===== src/rtl/nd_wrr_arb_4to1_if.sv =====
// nd_wrr_arb_4to1_if: bundle of the four 4-phase input lanes and the single output lane.
// Signals: rcv_addr/dat/red/req in, rcv_ack_out back; snd0_addr/dat/red/req_out out, snd0_ack back.
`ifndef NS_ADDRESS_SIZE
`define NS_ADDRESS_SIZE 8
`endif
`ifndef NS_DATA_SIZE
`define NS_DATA_SIZE 8
`endif
`ifndef NS_REDUN_SIZE
`define NS_REDUN_SIZE 4
`endif

interface nd_wrr_arb_4to1_if #(
    parameter int ASZ = `NS_ADDRESS_SIZE,
    parameter int DSZ = `NS_DATA_SIZE,
    parameter int RSZ = `NS_REDUN_SIZE
);
    logic [4*ASZ-1:0] rcv_addr;
    logic [4*DSZ-1:0] rcv_dat;
    logic [4*RSZ-1:0] rcv_red;
    logic [3:0]       rcv_req;
    logic [3:0]       rcv_ack_out;
    logic [ASZ-1:0]   snd0_addr;
    logic [DSZ-1:0]   snd0_dat;
    logic [RSZ-1:0]   snd0_red;
    logic             snd0_req_out;
    logic             snd0_ack;

    modport master (
        input  rcv_addr, rcv_dat, rcv_red, rcv_req, snd0_ack,
        output rcv_ack_out, snd0_addr, snd0_dat, snd0_red,
        output snd0_req_out
    );

    modport slave (
        output rcv_addr, rcv_dat, rcv_red, rcv_req, snd0_ack,
        input  rcv_ack_out, snd0_addr, snd0_dat, snd0_red,
        input  snd0_req_out
    );
endinterface


===== src/rtl/nd_wrr_arb_4to1.sv =====
// nd_wrr_arb_4to1: weighted round-robin merge of four 4-phase lanes onto one.
// Ports: gch_clk, gch_reset (async, high), gch_ready, bus (master), grant_id, busy.
`ifndef NS_ADDRESS_SIZE
`define NS_ADDRESS_SIZE 8
`endif
`ifndef NS_DATA_SIZE
`define NS_DATA_SIZE 8
`endif
`ifndef NS_REDUN_SIZE
`define NS_REDUN_SIZE 4
`endif

module nd_wrr_arb_4to1 #(
    parameter int ASZ  = `NS_ADDRESS_SIZE,
    parameter int DSZ  = `NS_DATA_SIZE,
    parameter int RSZ  = `NS_REDUN_SIZE,
    parameter int WGT  = 2,
    parameter int SYNC = 2
) (
    input  logic               gch_clk,
    input  logic               gch_reset,
    output logic               gch_ready,
    nd_wrr_arb_4to1_if.master  bus,
    output logic [1:0]         grant_id,
    output logic               busy
);
    typedef enum logic {ARB, XFER} state_t;

    state_t         state_q, state_d;
    logic [3:0]     req_sync [SYNC];
    logic           ack_sync [SYNC];
    logic [3:0]     s_req;
    logic           s_ack;
    logic [3:0]     elig;

    logic [1:0]     owner_q, owner_d;
    logic [3:0]     credit_q, credit_d;
    logic [3:0]     ack_q, ack_d;
    logic           sreq_q, sreq_d;
    logic           in_q, in_d;
    logic           out_q, out_d;
    logic [1:0]     gid_q, gid_d;
    logic           busy_q, busy_d;
    logic           ready_q;
    logic [ASZ-1:0] addr_q, addr_d;
    logic [DSZ-1:0] dat_q, dat_d;
    logic [RSZ-1:0] red_q, red_d;
    logic [1:0]     pick;
    logic [1:0]     cand;

    assign s_req = req_sync[SYNC-1];
    assign s_ack = ack_sync[SYNC-1];
    assign elig  = s_req & ~ack_q;

    always_ff @(posedge gch_clk or posedge gch_reset) begin
        if (gch_reset) begin
            for (int k = 0; k < SYNC; k++) begin
                req_sync[k] <= '0;
                ack_sync[k] <= 1'b0;
            end
        end else begin
            req_sync[0] <= bus.rcv_req;
            ack_sync[0] <= bus.snd0_ack;
            for (int k = 1; k < SYNC; k++) begin
                req_sync[k] <= req_sync[k-1];
                ack_sync[k] <= ack_sync[k-1];
            end
        end
    end

    always_comb begin
        state_d  = state_q;
        owner_d  = owner_q;
        credit_d = credit_q;
        ack_d    = ack_q;
        sreq_d   = sreq_q;
        in_d     = in_q;
        out_d    = out_q;
        gid_d    = gid_q;
        busy_d   = busy_q;
        addr_d   = addr_q;
        dat_d    = dat_q;
        red_d    = red_q;
        pick     = owner_q;
        cand     = 2'd0;
        unique case (state_q)
            ARB: begin
                if (|elig) begin
                    // credit==0 means no burst is open, so the reset
                    // owner (3) does not get a free first grant.
                    if (credit_q != 4'd0 && credit_q < 4'(WGT)
                        && elig[owner_q]) begin
                        pick     = owner_q;
                        credit_d = credit_q + 4'd1;
                    end else begin
                        // Descending so the nearest lane after owner
                        // wins; k=4 wraps back to owner itself.
                        for (int k = 4; k >= 1; k--) begin
                            cand = owner_q + 2'(k);
                            if (elig[cand]) pick = cand;
                        end
                        owner_d  = pick;
                        credit_d = 4'd1;
                    end
                    addr_d      = bus.rcv_addr[int'(pick)*ASZ +: ASZ];
                    dat_d       = bus.rcv_dat[int'(pick)*DSZ +: DSZ];
                    red_d       = bus.rcv_red[int'(pick)*RSZ +: RSZ];
                    ack_d[pick] = 1'b1;
                    sreq_d      = 1'b1;
                    gid_d       = pick;
                    busy_d      = 1'b1;
                    in_d        = 1'b0;
                    out_d       = 1'b0;
                    state_d     = XFER;
                end
            end
            XFER: begin
                if (!s_req[gid_q]) begin
                    ack_d[gid_q] = 1'b0;
                    in_d         = 1'b1;
                end
                if (sreq_q && s_ack) sreq_d = 1'b0;
                if (!sreq_q && !s_ack) out_d = 1'b1;
                if (in_q && out_q) begin
                    in_d    = 1'b0;
                    out_d   = 1'b0;
                    busy_d  = 1'b0;
                    state_d = ARB;
                end
            end
        endcase
    end

    always_ff @(posedge gch_clk or posedge gch_reset) begin
        if (gch_reset) begin
            state_q  <= ARB;
            owner_q  <= 2'd3;
            credit_q <= 4'd0;
            ack_q    <= 4'd0;
            sreq_q   <= 1'b0;
            in_q     <= 1'b0;
            out_q    <= 1'b0;
            gid_q    <= 2'd0;
            busy_q   <= 1'b0;
            ready_q  <= 1'b0;
            addr_q   <= '0;
            dat_q    <= '0;
            red_q    <= '0;
        end else begin
            state_q  <= state_d;
            owner_q  <= owner_d;
            credit_q <= credit_d;
            ack_q    <= ack_d;
            sreq_q   <= sreq_d;
            in_q     <= in_d;
            out_q    <= out_d;
            gid_q    <= gid_d;
            busy_q   <= busy_d;
            ready_q  <= 1'b1;
            addr_q   <= addr_d;
            dat_q    <= dat_d;
            red_q    <= red_d;
        end
    end

    assign gch_ready        = ready_q;
    assign grant_id         = gid_q;
    assign busy             = busy_q;
    assign bus.rcv_ack_out  = ack_q;
    assign bus.snd0_req_out = sreq_q;
    assign bus.snd0_addr    = addr_q;
    assign bus.snd0_dat     = dat_q;
    assign bus.snd0_red     = red_q;
endmodule


===== src/flat_wrapper.sv =====
// flat-port wrapper written by rule: the top's interface ports become plain ports
module nd_wrr_arb_4to1_flat 
#(
    parameter int ASZ  = `NS_ADDRESS_SIZE,
    parameter int DSZ  = `NS_DATA_SIZE,
    parameter int RSZ  = `NS_REDUN_SIZE,
    parameter int WGT  = 2,
    parameter int SYNC = 2
)
  (gch_clk, gch_reset, gch_ready, grant_id, busy, bus_rcv_addr, bus_rcv_dat, bus_rcv_red, bus_rcv_req, bus_snd0_ack, bus_rcv_ack_out, bus_snd0_addr, bus_snd0_dat, bus_snd0_red, bus_snd0_req_out);
  nd_wrr_arb_4to1_if #(.ASZ(ASZ), .DSZ(DSZ), .RSZ(RSZ)) bus_i ();
  input  logic gch_clk;
  input  logic gch_reset;
  output logic gch_ready;
  output logic [1:0] grant_id;
  output logic busy;
  input wire logic [$bits(bus_i.rcv_addr)-1:0] bus_rcv_addr;
  input wire logic [$bits(bus_i.rcv_dat)-1:0] bus_rcv_dat;
  input wire logic [$bits(bus_i.rcv_red)-1:0] bus_rcv_red;
  input wire logic [$bits(bus_i.rcv_req)-1:0] bus_rcv_req;
  input wire logic [$bits(bus_i.snd0_ack)-1:0] bus_snd0_ack;
  output wire logic [$bits(bus_i.rcv_ack_out)-1:0] bus_rcv_ack_out;
  output wire logic [$bits(bus_i.snd0_addr)-1:0] bus_snd0_addr;
  output wire logic [$bits(bus_i.snd0_dat)-1:0] bus_snd0_dat;
  output wire logic [$bits(bus_i.snd0_red)-1:0] bus_snd0_red;
  output wire logic [$bits(bus_i.snd0_req_out)-1:0] bus_snd0_req_out;
  assign bus_i.rcv_addr = bus_rcv_addr;
  assign bus_i.rcv_dat = bus_rcv_dat;
  assign bus_i.rcv_red = bus_rcv_red;
  assign bus_i.rcv_req = bus_rcv_req;
  assign bus_i.snd0_ack = bus_snd0_ack;
  assign bus_rcv_ack_out = bus_i.rcv_ack_out;
  assign bus_snd0_addr = bus_i.snd0_addr;
  assign bus_snd0_dat = bus_i.snd0_dat;
  assign bus_snd0_red = bus_i.snd0_red;
  assign bus_snd0_req_out = bus_i.snd0_req_out;
  nd_wrr_arb_4to1 #(.ASZ(ASZ), .DSZ(DSZ), .RSZ(RSZ), .WGT(WGT), .SYNC(SYNC)) u_core (.gch_clk(gch_clk), .gch_reset(gch_reset), .gch_ready(gch_ready), .bus(bus_i), .grant_id(grant_id), .busy(busy));
endmodule

===== config.mk =====
export PLATFORM = sky130hd
export DESIGN_NAME = nd_wrr_arb_4to1_flat
export DESIGN_NICKNAME = d
export VERILOG_FILES = /design/src/rtl/nd_wrr_arb_4to1_if.sv /design/src/rtl/nd_wrr_arb_4to1.sv /design/src/flat_wrapper.sv
export SDC_FILE = /design/constraint.sdc
export NUM_CORES = 1
export LEC_CHECK = 0
export ABC_AREA = 1
export CAP_MARGIN = 20
export CORE_MARGIN = 2
export CORE_UTILIZATION = 30
export DETAILED_ROUTE_END_ITERATION = 7
export PLACE_DENSITY = 0.57
export REMOVE_ABC_BUFFERS = 1
export SETUP_SLACK_MARGIN = 0.15
export SLEW_MARGIN = 20
export SYNTH_ARGS = -nofsm -noshare
export SYNTH_HDL_FRONTEND = slang
export SYNTH_SLANG_ARGS = --single-unit
export TNS_END_PERCENT = 50

===== constraint.sdc =====
create_clock -name gch_clk -period 3.3 [get_ports gch_clk]
set_input_delay 0.495 -clock gch_clk [delete_from_list [all_inputs] [get_ports gch_clk]]
set_output_delay 0.495 -clock gch_clk [all_outputs]
set_load 0.02 [all_outputs]

# [Word-level counts from Yosys, hierarchy flattened]
# Cells that the tools add are included.
[word_totals] ff_bits=48 word_cells=101 out_inout_bits=29
[classes] reduce_logical=17 addsub=4 n_eq_ne=6 shifts=3 order_cmp=9 n_mux=39 bitwise=6
[op_table] op="32-bit by 6-bit variable part select with 8-bit output" n=2
[op_table] op="2-bit by 3-bit less-than comparator with 1-bit output (second input constant)" n=6
[op_table] op="1-bit two-way mux" n=17
[op_table] op="16-bit by 5-bit variable part select with 4-bit output" n=1
[op_table] op="2-bit two-way mux" n=6
[op_table] op="4-bit two-way mux" n=3
[op_table] op="2-bit AND reduction" n=6
[op_table] op="1-bit binary-select mux with 2-bit select" n=5
[op_table] op="1-bit case mux with 2 select lines" n=5
[op_table] op="4-bit AND" n=2
[op_table] op="4-bit inverter" n=2
[op_table] op="4-bit case mux with 2 select lines" n=1
[op_table] op="1-bit logical AND" n=7
[op_table] op="2-bit inequality test (second input constant)" n=3
[op_table] op="3-bit inequality test (second input constant)" n=2
[op_table] op="2-bit adder (second input constant)" n=2
[op_table] op="4-bit by 1-bit adder with 4-bit output (second input constant)" n=1
[op_table] op="1-bit demux with 2-bit select" n=2
[op_table] op="2-bit by 1-bit greater-or-equal comparator with 1-bit output (second input constant)" n=2
[op_table] op="4-bit by 2-bit less-than comparator with 1-bit output (second input constant)" n=1
[op_table] op="4-bit OR" n=1
[op_table] op="4-bit nonzero test" n=1
[op_table] op="4-bit OR reduction" n=1
[op_table] op="2-bit by 1-bit adder with 2-bit output (second input constant)" n=1
[op_table] op="3 further kinds" n=4

# [Longest topological paths before layout]
[logic_depth] ltp_word=17 depth_mapped=19

# [Worst setup path after synthesis]
# Ideal clock, no wire load.
[synth_timing] kind="register to register" startpoint="reg u_core.owner_q[0]" endpoint="reg u_core.dat_q[7] (netlist: u_core.bus.snd0_dat[7])" setup_time_ns=0.117 path_slack_ns=1.457 synth_period_minus_slack_ns=1.843 stages_incl_launch_ff=17 t_arrival_ns=1.726 path_cell_list="dfstp_2 > buf_6 > xor2_2 > inv_2 > nand2_1 > nand2_1 > nand2_1 > nand2_1 > nor2_1 > nor2_2 > nor2_4 > inv_2 > buf_4 > nand2_1 > nand2_1 > nand2_1 > nand2_1"
[synth_between] elab_chain_cells=10
[synth_lines] item="from (decl)" line="nd_wrr_arb_4to1.sv:36" source="logic [1:0] owner_q, owner_d;"
[synth_lines] item="from (signal assigned)" line="nd_wrr_arb_4to1.sv:151" source="owner_q <= owner_d;"
[synth_lines] item="2-bit adder" line="nd_wrr_arb_4to1.sv:99" source="cand = owner_q + 2'(k);"
[synth_lines] item="1-bit binary-select mux with 2-bit select" line="nd_wrr_arb_4to1.sv:100" source="if (elig[cand]) pick = cand;"
[synth_lines] item="1-bit two-way mux (implied by the code)" line="nd_wrr_arb_4to1.sv:100"
[synth_lines] item="2-bit two-way mux (3 in a row)" line="nd_wrr_arb_4to1.sv:100"
[synth_lines] item="2-bit two-way mux *" line="nd_wrr_arb_4to1.sv:91" source="if (credit_q != 4'd0 && credit_q < 4'(WGT)"
[synth_lines] item="2-bit two-way mux *" line="nd_wrr_arb_4to1.sv:88" source="if (|elig) begin"
[synth_lines] item="2-bit two-way mux *" line="nd_wrr_arb_4to1.sv:86" source="unique case (state_q)"
[synth_lines] item="32-bit by 6-bit variable part select with 8-bit output *" line="nd_wrr_arb_4to1.sv:106" source="dat_d = bus.rcv_dat[int'(pick)*DSZ +: DSZ];"
[synth_lines] item="to (signal assigned)" line="nd_wrr_arb_4to1.sv:161" source="dat_q <= dat_d;"
[synth_lines] item="to (decl)" line="nd_wrr_arb_4to1.sv:46" source="logic [DSZ-1:0] dat_q, dat_d;"
# Mark *: on every way between the ends. The rest lies on a longest branch, timed or not. The select of a mux whose other input is x is not followed.
# A chain may end at the register's enable or synchronous reset.

# [Worst setup path in the final report]
[layout_timing] startpoint="reg u_core.owner_q[0]" endpoint="reg u_core.dat_q[2] (netlist: u_core.bus.snd0_dat[2])"
# Same word-level chain as after synthesis.

==> impl_metrics.json <==
{
  "crit_start": "u_core.owner_q[0]",
  "cts_resized": 0,
  "postCtsHoldBufs": 0,
  "place_ws_ns": 0.6352,
  "grt-ovfl-total": 0,
  "groute.usage.overall_pct": 15.41,
  "cts.sinks": 48,
  "hpwlAfterDp_mm": 5.793,
  "irDropWorstVdd_uv": 574.0,
  "detail_route.wl_per_cell_um": 12.20,
  "slew_headroom_pct": 45.51,
  "antenna_found_initial": 0,
  "num_vias": 2990,
  "areaGrowthSynthToFinish_pct": 43.90,
  "power.leakage_nw": 2.156,
  "max_cap_violations": 0,
  "core_area_um2": 9729,
  "p_sw_share_pct": 52.00,
  "power-per-cell-area_nw_per_um2": 1143,
  "grt_first_pass_wirelength_mm": 13.72,
  "hold_class": "reg -> reg",
  "syn_area_um2": 2995,
  "synth_edf_count": 0,
  "nets": 622,
  "cp.required_ns": 3.54,
  "syn_inst": 432,
  "cts_root_buffer": "clkbuf_8",
  "pwr-share-clk_pct": 10.1,
  "num_antenna_cells": 0,
  "drt-met1-wl_mm": 3.531,
  "clock_skew_ns": 0.007442,
  "crit_path_end_kind": "flop",
  "startpoint_type": "flop",
  "postSynthAreaPerCell_um2": 6.934,
  "clk_pin_slew_worst_paths_ns": 0.09,
  "grt_setup_unrepaired": "false",
  "synth_cell_types": 32,
  "ys.flop_type": "dfrtp_1",
  "dr.max_layer_used": "met4",
  "cts_buffers": 5,
  "drive_gt1_share_pct": 5.243,
  "initial_utilization_pct": 30.79,
  "viasPerCell": 4.483,
  "status": "finished clean",
  "clkLatencyLatePin_ns": 0.30,
  "worstPathArrival_ns": 2.90,
  "port-buffer-count": 115,
  "post-route-util_pct": 44.30,
  "grt_max_degree": 49,
  "drv_slew": 0,
  "drt_pass1_iterations": 5,
  "setup_viol": 0,
  "p_int_mw": 2.365,
  "dieArea_um2": 10800,
  "cts_tree": "yes",
  "die_y_um": 103.9,
  "pin_count": 116,
  "globalplace.congestion": 0.7964,
  "crit-reg2reg-launch": "u_core.owner_q[0]",
  "max_stage_delay_ns": 0.67,
  "dr_wl_met2_mm": 3.939,
  "fin_crit_ns": 2.654,
  "holdWs_ns": 0.3451,
  "finalHoldViolCount": 0,
  "worst-path-max-fanout": 43,
  "drc": 0,
  "cpMaxStageDelayCell": "dfstp_2",
  "cts_setup_buffers": 0,
  "min_period_over_period_pct": 80.42,
  "p_sw_mw": 2.562,
  "worstPathCellList": "inv_4 -> nand3_1 -> nand2_1 -> nand2_1 -> nand2_1 -> inv_1 -> nand2_1 -> nand2_2 -> nand3_4 -> nand2_4 -> nand2_1 -> nand2_1 -> nand2_1 -> nand2_1 -> nand2_1 -> nand2_1",
  "async_flop_share_pct": 100.0,
  "worst_slew_pin_slew_ns": 0.8174,
  "min_from": "u_core.req_sync[5]",
  "ctsHtreeMaxLevel": 2,
  "tns_ns": 0,
  "yosys_warnings": 0,
  "n_fill_cell": 1034,
  "clockBufferDepth": 2,
  "ys_ff_latch": 48,
  "wl_met3_um": 529,
  "grt_pass1_vias": 2977,
  "ys_seq_area_share_pct": 40.18,
  "timing.final.ws_setup_ns": 0.6461,
  "cpMostUsedCell": "nand2_1",
  "p_comb_share_pct": 69.3,
  "die_w_um": 103.9,
  "totalWireLength_mm": 8.140,
  "critical_path_class": "reg -> reg",
  "row_count": 36,
  "p_seq_share_pct": 20.6,
  "max_clock_freq_mhz": 376.8,
  "ant_nets": 0,
  "drt_iter0_drc": 95
}
-- placed cells by master, fill, tap and decap left out, drive strengths merged, types with 3 or more instances in the layout --
master         netlist  routed
nand2              195     195
clkdlybuf4s50        0     115
nand3               47      47
dfrtp               46      46
inv                 47      46
nand3b              21      21
nor2                19      19
o21ai               13      13
clkbuf               4       6
o31ai                5       5
a21oi                3       3
-- registers in the layout, summed over array words and instances (netlist names), 2 cells and up --
signal / cells
u_core.s_req: 4
u_core.bus.snd0_red: 4
u_core.bus.snd0_dat: 8
u_core.credit_q: 4
u_core.req_sync: 4
u_core.owner_q: 2
u_core.bus.rcv_ack_out: 4
u_core.bus.snd0_addr: 8
u_core.grant_id: 2
-- stage by stage --
step,power (mW),cell area (µm²),std cells
final,4.927,4310,667
after global routing,5.521,4310,667
after global placement,4.458,4177,659
after CTS,5.010,4309,667
after detailed placement,4.491,4177,659
after floorplan,3.358,2841,409
-- path summary, 6_finish.rpt --
| kind | to | slack [ns] | cells past startpoint |
|---|---|---|---|
| worst min-delay path | u_core.s_req[1] | 0.35 | 0 |
| worst max-delay path | u_core.bus.snd0_dat[2] | 0.65 | 16 |
| worst min register to register | u_core.s_req[1] | 0.35 | 0 |
| worst max register to register | u_core.bus.snd0_dat[2] | 0.65 | 16 |
| max in group asynchronous | u_core.bus.rcv_ack_out[0] | 2.16 | 2 |
| min in group asynchronous | u_core.gch_ready | 0.64 | 2 |
-- power groups by stage --
stage / combinational [mW] / clock [mW] / sequential, mW
after global placement: 3.44 / 0 / 1.01
after CTS: 3.48 / 0.517 / 1.01
after global routing: 3.93 / 0.537 / 1.05
after floorplan: 2.17 / 0 / 1.19
after detailed placement: 3.47 / 0 / 1.02
final: 3.41 / 0.499 / 1.01
-- layer usage --
| metal | track usage, % | up-vias |
|---|---|---|
| li1 | - | 1540 |
| met1 | 18.47 | 1356 |
| met2 | 27.11 | 82 |
| met3 | 3.446 | 12 |
| met4 | 5.405 | 0 |
| met5 | 0 | - |
-- synth_stat cells, types with 2 or more instances --
cell,n,area share (%)
nand2_4,2,0.75
inv_1,42,5.3
nand2_2,2,0.42
inv_2,4,0.50
buf_2,9,1.5
nand3_1,46,7.7
dfstp_2,2,1.8
nor3_1,2,0.33
nor2_2,2,0.42
nor2_1,16,2.0
o21ai_1,2,0.33
clkbuf_1,4,0.50
ha_1,2,0.84
o31ai_1,4,1.0
buf_4,5,1.3
dfrtp_1,46,38
buf_6,5,1.9
nand3b_1,21,5.3
a21oi_1,3,0.50
nand2_1,191,24
o21ai_0,11,1.8
-- area by class of cell --
class                      instances  area (µm²)  share of cell area (%)
tap                              133       166.4                   3.861
sequential                        48        1204                   27.92
multi-input combinational        314        1461                   33.90
clock buffer                       6       72.57                   1.684
clock inverter                     2       60.06                   1.393
inverter                          47       180.2                   4.180
timing repair buffer             117        1166                   27.05
-- critical path: cells and delay by family (launching register included) --
family                 cells  cell delay [ns]
flip-flops                 1             0.67
AND/OR/NAND/NOR           14             1.76
buffers and inverters      2             0.13
-- kinds of logic after synthesis --
| kind of cell | count (synthesis) | share of synthesized area, % |
|---|---|---|
| other cells | 1 | 0.1252 |
| buf+inv | 70 | 11.11 |
| simple gates | 285 | 41.98 |
| mux | 1 | 0.3342 |
| compound gates | 23 | 4.595 |
| xor+xnor | 2 | 0.8356 |
| fa+ha+maj | 2 | 0.8353 |
| flops | 48 | 40.18 |
Note: power is estimated with default switching activity, not from simulation.
